### src/rtl/croma_menu_ctrl.sv
// croma_menu_ctrl: three-button menu controller for the chroma-key tone and
// letter/background colour settings. Raw buttons are synchronized and
// debounced; up/down step the field selected by the menu mode, sel cycles
// the mode. Optional auto-repeat on held up/down is enabled by defining
// CROMA_AUTOREPEAT_EN (disabled by default, single step per press).
module croma_menu_ctrl #(
  parameter int unsigned DEB_CYCLES  = 16,
  parameter int unsigned HOLD_CYCLES = 400,
  parameter int unsigned REP_CYCLES  = 100
) (
  input  logic       clk,
  input  logic       reset,
  input  logic       btn_up,
  input  logic       btn_down,
  input  logic       btn_sel,
  output logic [7:0] ton,
  output logic [2:0] color_l,
  output logic [2:0] color_p,
  output logic [1:0] mode,
  output logic       upd
);

  localparam int unsigned DW = (DEB_CYCLES > 1) ? $clog2(DEB_CYCLES) : 1;

  typedef enum logic [1:0] {
    TONE    = 2'b00,
    COLOR_L = 2'b01,
    COLOR_P = 2'b10
  } mode_t;

  // Button index: 0 = up, 1 = down, 2 = sel
  logic [2:0]    raw_c;
  logic [2:0]    sync1;
  logic [2:0]    sync2;
  logic [2:0]    deb;
  logic [2:0]    deb_q;
  logic [DW-1:0] dcnt [3];
  logic [2:0]    press_c;
  logic          both_c;
  logic          inc_c;
  logic          dec_c;
  mode_t         state;

  assign raw_c   = {btn_sel, btn_down, btn_up};
  assign press_c = deb & ~deb_q;
  assign both_c  = deb[0] & deb[1];
  assign mode    = state;

  // Synchronize and debounce each button; one stable-run counter per button
  always_ff @(posedge clk) begin
    if (reset) begin
      sync1 <= '0;
      sync2 <= '0;
      deb   <= '0;
      deb_q <= '0;
      for (int i = 0; i < 3; i++) dcnt[i] <= '0;
    end else begin
      sync1 <= raw_c;
      sync2 <= sync1;
      deb_q <= deb;
      for (int i = 0; i < 3; i++) begin
        if (sync2[i] == deb[i]) begin
          dcnt[i] <= '0;
        end else if (dcnt[i] == DW'(DEB_CYCLES - 1)) begin
          deb[i]  <= ~deb[i];
          dcnt[i] <= '0;
        end else begin
          dcnt[i] <= dcnt[i] + DW'(1);
        end
      end
    end
  end

`ifdef CROMA_AUTOREPEAT_EN
  localparam int unsigned RMAX = (HOLD_CYCLES > REP_CYCLES) ? HOLD_CYCLES : REP_CYCLES;
  localparam int unsigned RW   = (RMAX > 1) ? $clog2(RMAX) : 1;

  logic [RW-1:0] rcnt [2];
  logic [1:0]    rphase;
  logic [1:0]    fire_c;

  // A repeat fires HOLD_CYCLES after the press step, then every REP_CYCLES
  always_comb begin
    fire_c = '0;
    for (int i = 0; i < 2; i++) begin
      fire_c[i] = deb[i] & ~both_c & ~press_c[i] &
                  (rphase[i] ? (rcnt[i] == RW'(REP_CYCLES - 1))
                             : (rcnt[i] == RW'(HOLD_CYCLES - 1)));
    end
  end

  // Repeat timers run only while a single direction is held
  always_ff @(posedge clk) begin
    if (reset) begin
      rphase <= '0;
      for (int i = 0; i < 2; i++) rcnt[i] <= '0;
    end else begin
      for (int i = 0; i < 2; i++) begin
        if (!deb[i] || both_c || press_c[i]) begin
          rcnt[i]   <= '0;
          rphase[i] <= 1'b0;
        end else if (fire_c[i]) begin
          rcnt[i]   <= '0;
          rphase[i] <= 1'b1;
        end else begin
          rcnt[i] <= rcnt[i] + RW'(1);
        end
      end
    end
  end

  assign inc_c = (press_c[0] | fire_c[0]) & ~both_c;
  assign dec_c = (press_c[1] | fire_c[1]) & ~both_c;
`else
  assign inc_c = press_c[0] & ~both_c;
  assign dec_c = press_c[1] & ~both_c;
`endif

  // Menu FSM and saturating field update; sel wins over a same-cycle step
  always_ff @(posedge clk) begin
    if (reset) begin
      state   <= TONE;
      ton     <= 8'hA4;
      color_l <= 3'b000;
      color_p <= 3'b111;
      upd     <= 1'b0;
    end else begin
      upd <= 1'b0;
      if (press_c[2]) begin
        case (state)
          TONE:    state <= COLOR_L;
          COLOR_L: state <= COLOR_P;
          default: state <= TONE;
        endcase
      end else if (inc_c || dec_c) begin
        case (state)
          TONE: begin
            if (inc_c && ton != 8'hFF) begin
              ton <= ton + 8'd1;
              upd <= 1'b1;
            end else if (dec_c && ton != 8'h00) begin
              ton <= ton - 8'd1;
              upd <= 1'b1;
            end
          end
          COLOR_L: begin
            if (inc_c && color_l != 3'd7) begin
              color_l <= color_l + 3'd1;
              upd     <= 1'b1;
            end else if (dec_c && color_l != 3'd0) begin
              color_l <= color_l - 3'd1;
              upd     <= 1'b1;
            end
          end
          default: begin
            if (inc_c && color_p != 3'd7) begin
              color_p <= color_p + 3'd1;
              upd     <= 1'b1;
            end else if (dec_c && color_p != 3'd0) begin
              color_p <= color_p - 3'd1;
              upd     <= 1'b1;
            end
          end
        endcase
      end
    end
  end

endmodule

### config.mk
export PLATFORM = sky130hd
export DESIGN_NAME = croma_menu_ctrl
export DESIGN_NICKNAME = d
export VERILOG_FILES = /design/src/rtl/croma_menu_ctrl.sv
export SDC_FILE = /design/constraint.sdc
export NUM_CORES = 1
export LEC_CHECK = 0
export ABC_AREA = 1
export CAP_MARGIN = 10
export CORE_ASPECT_RATIO = 0.7
export CORE_MARGIN = 2
export CORE_UTILIZATION = 45
export CTS_CLUSTER_DIAMETER = 30
export DETAILED_ROUTE_END_ITERATION = 10
export DONT_BUFFER_PORTS = 1
export MAX_ROUTING_LAYER = met4
export SYNTH_ARGS = -nofsm -noshare
export SYNTH_HDL_FRONTEND = slang
export SYNTH_SLANG_ARGS = --single-unit
### constraint.sdc
create_clock -name clk -period 2 [get_ports clk]
set_clock_uncertainty 0.1 [all_clocks]
set_input_delay 0.6 -clock clk [delete_from_list [all_inputs] [get_ports clk]]
set_output_delay 0.6 -clock clk [all_outputs]
set_load 0.02 [all_outputs]
==> run_results.csv, run 1 <==
group,metric,value,unit
grt,grt.total_usage,18.5,%
power,power_density,536,nW/um^2
power,p_int,0.00114,W
placed_design,place_area,2490,sq um
synth,synth-simple-area-share,31.2,%
final_layout,drive_above_1_share,25.3,%
floorplan,dieWidth,87.2,um
synth,yosys.cell_types.count,32,
synth,ys_ff_latch,41,
grt,grt_overflow,0,
floorplan,die_area,5420,sq um
timing,fin_crit,2.01,ns
min_path,hp-start,"reset",
cts,clockBufferDepth,2,
power,p_switching,0.000331,W
synth,synth_compound_area_share,6.89,%
run,cap_violations,0,
timing,timing.setup.tns,-0.0120,ns
timing,finalWorstSetupSlack,-0.0120,ns
timing,rsz0062_at_grt,"yes",
timing,fin_crit_sh,101,%
floorplan,io_pins,22,
synth,syn_avg_cell_area,7.65,sq um
status,violations,"negative setup slack",
synth,synth_area,2180,sq um
synth,ys_warn_count,0,
final_layout,diodes,0,
critical_path,worstPathMaxFanout,5,
timing,hold_violations,0,
floorplan,coreArea,4730,sq um
cts,cts_buffers,5,
cts,clock_latency,0.29,ns
power,swShare,22.4,%
route,vias_per_cell,4.92,
synth,synth_area_leader_cell,"dfxtp_1",
final_layout,layout_commonest_cell,"nand2_1",
route,wl,4610,um
floorplan,die_h,62.2,um
critical_path,r2r-end,"ton[3]$_SDFFE_PP0P_",
power,clkPwrFrac,35.0,%
critical_path,critPathRequiredTime,2.09,ns
cts,cts_root_buffer,"clkbuf_8",
critical_path,rr_worst_depth,11,
min_path,min_path_type,"input port to flop",
cts,cts_num_sinks,41,
critical_path,worst_setup_path_end_kind,"flop",
grt,grt_pass1_vias,1703,
final_layout,utilization,58.1,%
final_layout,fill_cells,440,
status,outcome,"finished with violations",
critical_path,timing.rr.start,"deb[0]$_SDFFE_PP0P_",
critical_path,crit_slowest_cell,"dfxtp_2",
critical_path,r2r_slack,-0.01,ns
timing,setup_viol,1,
cts,htreeDepth,2,
floorplan,start_util,46.1,%
final_layout,nets,348,
route,drtIter0Drc,80,
synth,synth_top_family_by_area,"simple AND/OR/NAND/NOR gates",
route,drc,0,
timing,drv_slew,0,
critical_path,crit_path_max_incr_delay,0.34,ns
critical_path,critPathKind,"flop to flop",
min_path,hold_path_depth,1,
synth,synth_mux_area_share,0,%
power,combPwrFrac,5.0,%
route,drt-pass1-iter-count,4,
placed_design,dp_hpwl,3430,um
route,routedWlPerCell,11.8,um
critical_path,path_cells,"inv_2, nor3_4, nand2_4, ha_4, or2_4, nand2_4, nand2_2, nand2_1, nand4_1, nand2_1, nor2_1",
final_layout,area_growth,26.1,%
power,report.power.total,0.00147,W
min_path,min_to,"ton[0]$_SDFFE_PP0P_",
critical_path,cp_data_arrival_time,2.10,ns
placed_design,place_congestion,0.829,
final_layout,layout_common_cells,"nand2_1 (62), nor2_1 (47), inv_1 (32), buf_4 (30), dfxtp_1 (20)",
route,detail-route-antenna-nets,0,
power,vdd_drop_max,0.000413,V
power,pwr-share-seq,60.0,%
route,via_count,1912,
grt,grt_max_degree,16,
floorplan,num_rows,21,
synth,ys_seq_area_share,43.2,%
timing,fmax,497,MHz
cts,cts_hold_buffers,0,
placed_design,port_buffers,0,
synth,yosys.area_share.adder,7.92,%
synth,synthTopCellsByArea,"dfxtp_1 (27%), edfxtp_1 (17%), nand2_1 (12%)",
cts,clkTransAtPathRegs,0.08,ns
power,cellLeakagePower,1.29,nW
synth,netlist_instances,285,
grt,grt_first_pass_wirelength,7720,um
grt,antenna_found_initial,0,
critical_path,crit_path_start_kind,"flop",
synth,netlist.area_leader.share,26.6,%
cts,tritoncts,"done",
synth,synth_xor_area_share,3.50,%
final_layout,fin_area,2750,sq um
==> worst max path at each step <==
stage                              from  slack, ns                       to  cells after the start
floorplan           deb[0]$_SDFFE_PP0P_      0.003      ton[6]$_SDFFE_PP0P_                     12
global placement    deb[0]$_SDFFE_PP0P_      -0.06      ton[6]$_SDFFE_PP0P_                     12
detailed placement  deb[0]$_SDFFE_PP0P_      -0.12      ton[6]$_SDFFE_PP0P_                     12
CTS                 deb[0]$_SDFFE_PP0P_     -0.004  color_p[2]$_SDFFE_PP1P_                      8
global route        deb[0]$_SDFFE_PP0P_      -0.14      ton[6]$_SDFFE_PP0P_                     12
finish              deb[0]$_SDFFE_PP0P_      -0.01      ton[3]$_SDFFE_PP0P_                     11
==> routing by layer <==
metal / part of all wire [%] / track usage [%]
met1: 51 / 26.3
met2: 43 / 25.6
met3: 5.5 / 5.72
met4: 0.82 / 4.62
met5: 0 / -
==> sequential cells by signal, indices dropped and copies added (netlist names), 3 cells and up <==
name,flops
color_l,3
color_p,3
dcnt,12
deb,3
deb_q,3
sync1,3
sync2,3
ton,8
==> Yosys cell counts <==
library cell and number:
nand2_1 71, nor2_1 49, inv_1 33, dfxtp_1 29
nand3_1 21, a21oi_1 12, edfxtp_1 12, o21ai_0 11
ha_1 9, xor2_1 5, nor3_1 4, fa_1 3
nand4_1 3, clkbuf_1 2, inv_2 2, nand3_2 2
nand3b_1 2, a21oi_4 1, a31oi_1 1, buf_2 1
buf_6 1, conb_1 1, nand2_2 1, nor2_2 1
nor3_2 1, nor3_4 1, o211ai_1 1, o21ai_1 1
or2_0 1, or2_2 1, xnor2_1 1, xor3_1 1
==> cell families after synthesis <==
logic type / count (synthesis)
AOI/OAI and AO/OA: 27
xor gates and xnor gates: 7
adders and majority gates: 12
buffers and inverters: 39
DFF: 41
other: 1
and+or+nand+nor: 158
==> power groups by stage <==
stage | sequential [W] | clock, W | combinational [W]
6_report | 0.000884 | 0.000516 | 0.0000730
5_1_grt | 0.000887 | 0.000576 | 0.0000843
4_1_cts | 0.000885 | 0.000533 | 0.0000662
3_5_place_dp | 0.000904 | 0 | 0.0000655
3_3_place_gp | 0.000903 | 0 | 0.0000644
2_1_floorplan | 0.000902 | 0 | 0.0000521
==> metrics by stage <==
stage                     worst slack [ns]  instances  hold slack (ns)
after floorplan                    0.00339        296            0.288
after global placement             -0.0554        375            0.291
after detailed placement            -0.122        375            0.297
after CTS                         -0.00433        383            0.254
after global routing                -0.139        389            0.249
final                              -0.0120        389            0.264
==> final cells by class <==
type / count / area (sq um) / share of cell area, %
Clock buffer: 6 / 72.6 / 2.64
Clock inverter: 2 / 10.0 / 0.364
Inverter: 35 / 131 / 4.78
Multi-Input combinational cell: 217 / 1270 / 46.4
Sequential cell: 41 / 952 / 34.7
Tap cell: 57 / 71.3 / 2.60
Timing Repair Buffer: 31 / 236 / 8.61
==> timing repair <==
action / in CTS / in global routing
gates cloned: 0 / 1
setup endpoints to repair: 5 / 7
buffers inserted: 0 / 5
pin swaps: 2 / 12
resized for setup: 3 / 30
==> critical path, delay by kind of cell (launching register included) <==
family | cells | cell delay (ns)
fa+ha+maj | 1 | 0.28
simple gates | 9 | 1.15
flops | 1 | 0.34
buf+inv | 1 | 0.05
Power figures use the tool's default switching activity.
==> inputs of run 2 (changes only) <==
--- a/config.mk
+++ b/config.mk
@@ -14,6 +14,7 @@
 export DETAILED_ROUTE_END_ITERATION = 10
 export DONT_BUFFER_PORTS = 1
 export MAX_ROUTING_LAYER = met4
+export REMOVE_ABC_BUFFERS = 1
 export SYNTH_ARGS = -nofsm -noshare
 export SYNTH_HDL_FRONTEND = slang
 export SYNTH_SLANG_ARGS = --single-unit
==> constraint.sdc (replaced) <==
create_clock -name clk -period 2 [get_ports clk]
set_clock_uncertainty 0.1 [all_clocks]
set_input_delay 0.6 -clock clk [delete_from_list [all_inputs] [get_ports clk]]
set_output_delay 0.6 -clock clk [all_outputs]
set_load 0.01 [all_outputs]
==> run_results.csv, run 2 (synthesis results as in run 1) <==
group,metric,value,unit
final_layout,layout_common_cells,"nand2_1 (58), nor2_1 (46), inv_1 (31), buf_4 (24), dfxtp_1 (20)",
grt,grt_max_degree,15,
route,vias_per_cell,4.77,
grt,grt_pass1_vias,1781,
placed_design,dp_hpwl,3460,um
grt,grt_overflow,0,
cts,cts_hold_buffers,0,
critical_path,worst_setup_path_end_kind,"flop",
final_layout,layout_commonest_cell,"nand2_1",
critical_path,critPathKind,"flop to flop",
power,cellLeakagePower,1.29,nW
route,via_count,1825,
timing,timing.setup.tns,0,ns
floorplan,num_rows,21,
final_layout,largest-register,"dcnt",
cts,clock_latency,0.30,ns
route,drtIter0Drc,93,
power,power_density,621,nW/um^2
floorplan,io_pins,22,
cts,cts_buffers,5,
timing,hold_violations,0,
min_path,hold_path_depth,1,
grt,grt.total_usage,20.5,%
critical_path,crit_buf_inv,1,
timing,fin_crit,1.94,ns
critical_path,rr_worst_depth,14,
placed_design,place_congestion,0.885,
final_layout,diodes,0,
floorplan,start_util,46.1,%
cts,clkTransAtPathRegs,0.09,ns
power,swShare,21.5,%
grt,grt_first_pass_wirelength,8490,um
power,combPwrFrac,4.3,%
final_layout,largest_reg_flops,12,
floorplan,dieWidth,87.2,um
critical_path,crit_cells,14,
min_path,min_path_type,"input port to flop",
critical_path,critPathRequiredTime,2.10,ns
route,detail-route-antenna-nets,0,
route,routedWlPerCell,12.5,um
run,cap_violations,0,
final_layout,area_growth,27.4,%
timing,setup_viol,0,
critical_path,cp_data_arrival_time,2.04,ns
critical_path,crit_path_max_incr_delay,0.35,ns
route,wl,4790,um
floorplan,die_area,5420,sq um
power,clkPwrFrac,44.4,%
critical_path,crit_slowest_cell,"dfxtp_2",
critical_path,crit_path_start_kind,"flop",
final_layout,nets,342,
critical_path,worstPathMaxFanout,5,
timing,rsz0062_at_grt,"yes",
cts,cts_num_sinks,41,
power,pwr-share-seq,51.3,%
power,p_int,0.00135,W
power,vdd_drop_max,0.000419,V
timing,drv_slew,0,
cts,clockBufferDepth,2,
cts,cts_root_buffer,"clkbuf_8",
timing,fmax,514,MHz
cts,tritoncts,"done",
route,drt-pass1-iter-count,4,
final_layout,reg.largest.list,"dcnt: 12 flops, ton: 8 flops",
floorplan,coreArea,4730,sq um
floorplan,die_h,62.2,um
timing,fin_crit_sh,97.2,%
cts,htreeDepth,2,
timing,holdWs,0.253,ns
final_layout,drive_above_1_share,25.5,%
grt,antenna_found_initial,0,
placed_design,port_buffers,0,
power,p_switching,0.000370,W
final_layout,utilization,58.7,%
critical_path,critical_path.top_delay_family,"simple AND/OR/NAND/NOR gates",
status,outcome,"complete, no violations",
critical_path,path_cells,"nand2_2, nor2_4, nand2_2, nand2_4, buf_8, ha_4, a21oi_4, nand2_2, nand3_2, nand2_1, nand2_1, nand2_1, nor2_1, nor2_1",
critical_path,r2r_slack,0.06,ns
route,drc,0,
## run 2: cell count changes in the layout (fill, tap and decap cells not counted), moves of 2 or more
cell	change
buf_4	-6
clkinv_2	-2
nand2_2	+4
nand2_1	-4
fa_1	+2
fa_2	-2
## run 2: per-layer routing
layer	part of all wire (%)	track usage (%)	vias to the layer above
met5	0	-	-
met4	1.5	5.77	0
met3	6.4	5.32	11
met2	41	27.8	43
met1	51	30.1	791
li1	-	-	980
## run 2: timing repair
item | CTS | global route
cloned | 0 | 0
endpoints found under the setup margin | 4 | 7
buffers inserted | 0 | 1
resized for setup | 5 | 43
pin swaps | 2 | 16
hold endpoints to repair | 0 | 0
## run 2: worst paths after layout
check | end | start
min reg2reg | sync2[0]$_SDFF_PP0_ | sync1[0]$_SDFF_PP0_
max | ton[6]$_SDFFE_PP0P_ | ton[0]$_SDFFE_PP0P_
min | ton[0]$_SDFFE_PP0P_ | reset
max reg2reg | ton[6]$_SDFFE_PP0P_ | ton[0]$_SDFFE_PP0P_
## run 2: per-stage QoR
step | cell area, sq um | cells | power, W | worst slack [ns]
2_1_floorplan | 2200 | 292 | 0.000949 | -0.131
3_3_place_gp | 2460 | 374 | 0.000969 | -0.0239
3_5_place_dp | 2460 | 374 | 0.000970 | -0.104
4_1_cts | 2610 | 382 | 0.00174 | -0.0247
5_1_grt | 2780 | 383 | 0.00179 | -0.0980
6_report | 2780 | 383 | 0.00173 | 0.0557
## run 2: layout make-up
class,count,area (sq um)
Timing Repair Buffer,26,206
Sequential cell,41,952
Fill cell,442,1950
Multi-Input combinational cell,216,1280
Tap cell,57,71.3
Clock buffer,6,93.8
Inverter,35,131
Clock inverter,2,38.8
## run 2: power by group through the flow
stage	clock (W)	combinational, W	sequential, W
after floorplan	0	0.0000479	0.000901
after global placement	0	0.0000658	0.000903
after detailed placement	0	0.0000663	0.000904
after CTS	0.000785	0.0000676	0.000885
after global routing	0.000820	0.0000877	0.000887
final	0.000767	0.0000745	0.000884
## run 2: worst reg2reg max path, cell delays in order (launching register included)
cell     delay [ns]
dfxtp_2        0.35
nand2_2        0.06
nor2_4         0.13
nand2_2        0.09
nand2_4        0.09
buf_8          0.15
ha_4           0.23
a21oi_4        0.19
nand2_2        0.09
nand3_2        0.07
nand2_1        0.05
nand2_1        0.06
nand2_1        0.04
nor2_1         0.10
nor2_1         0.05
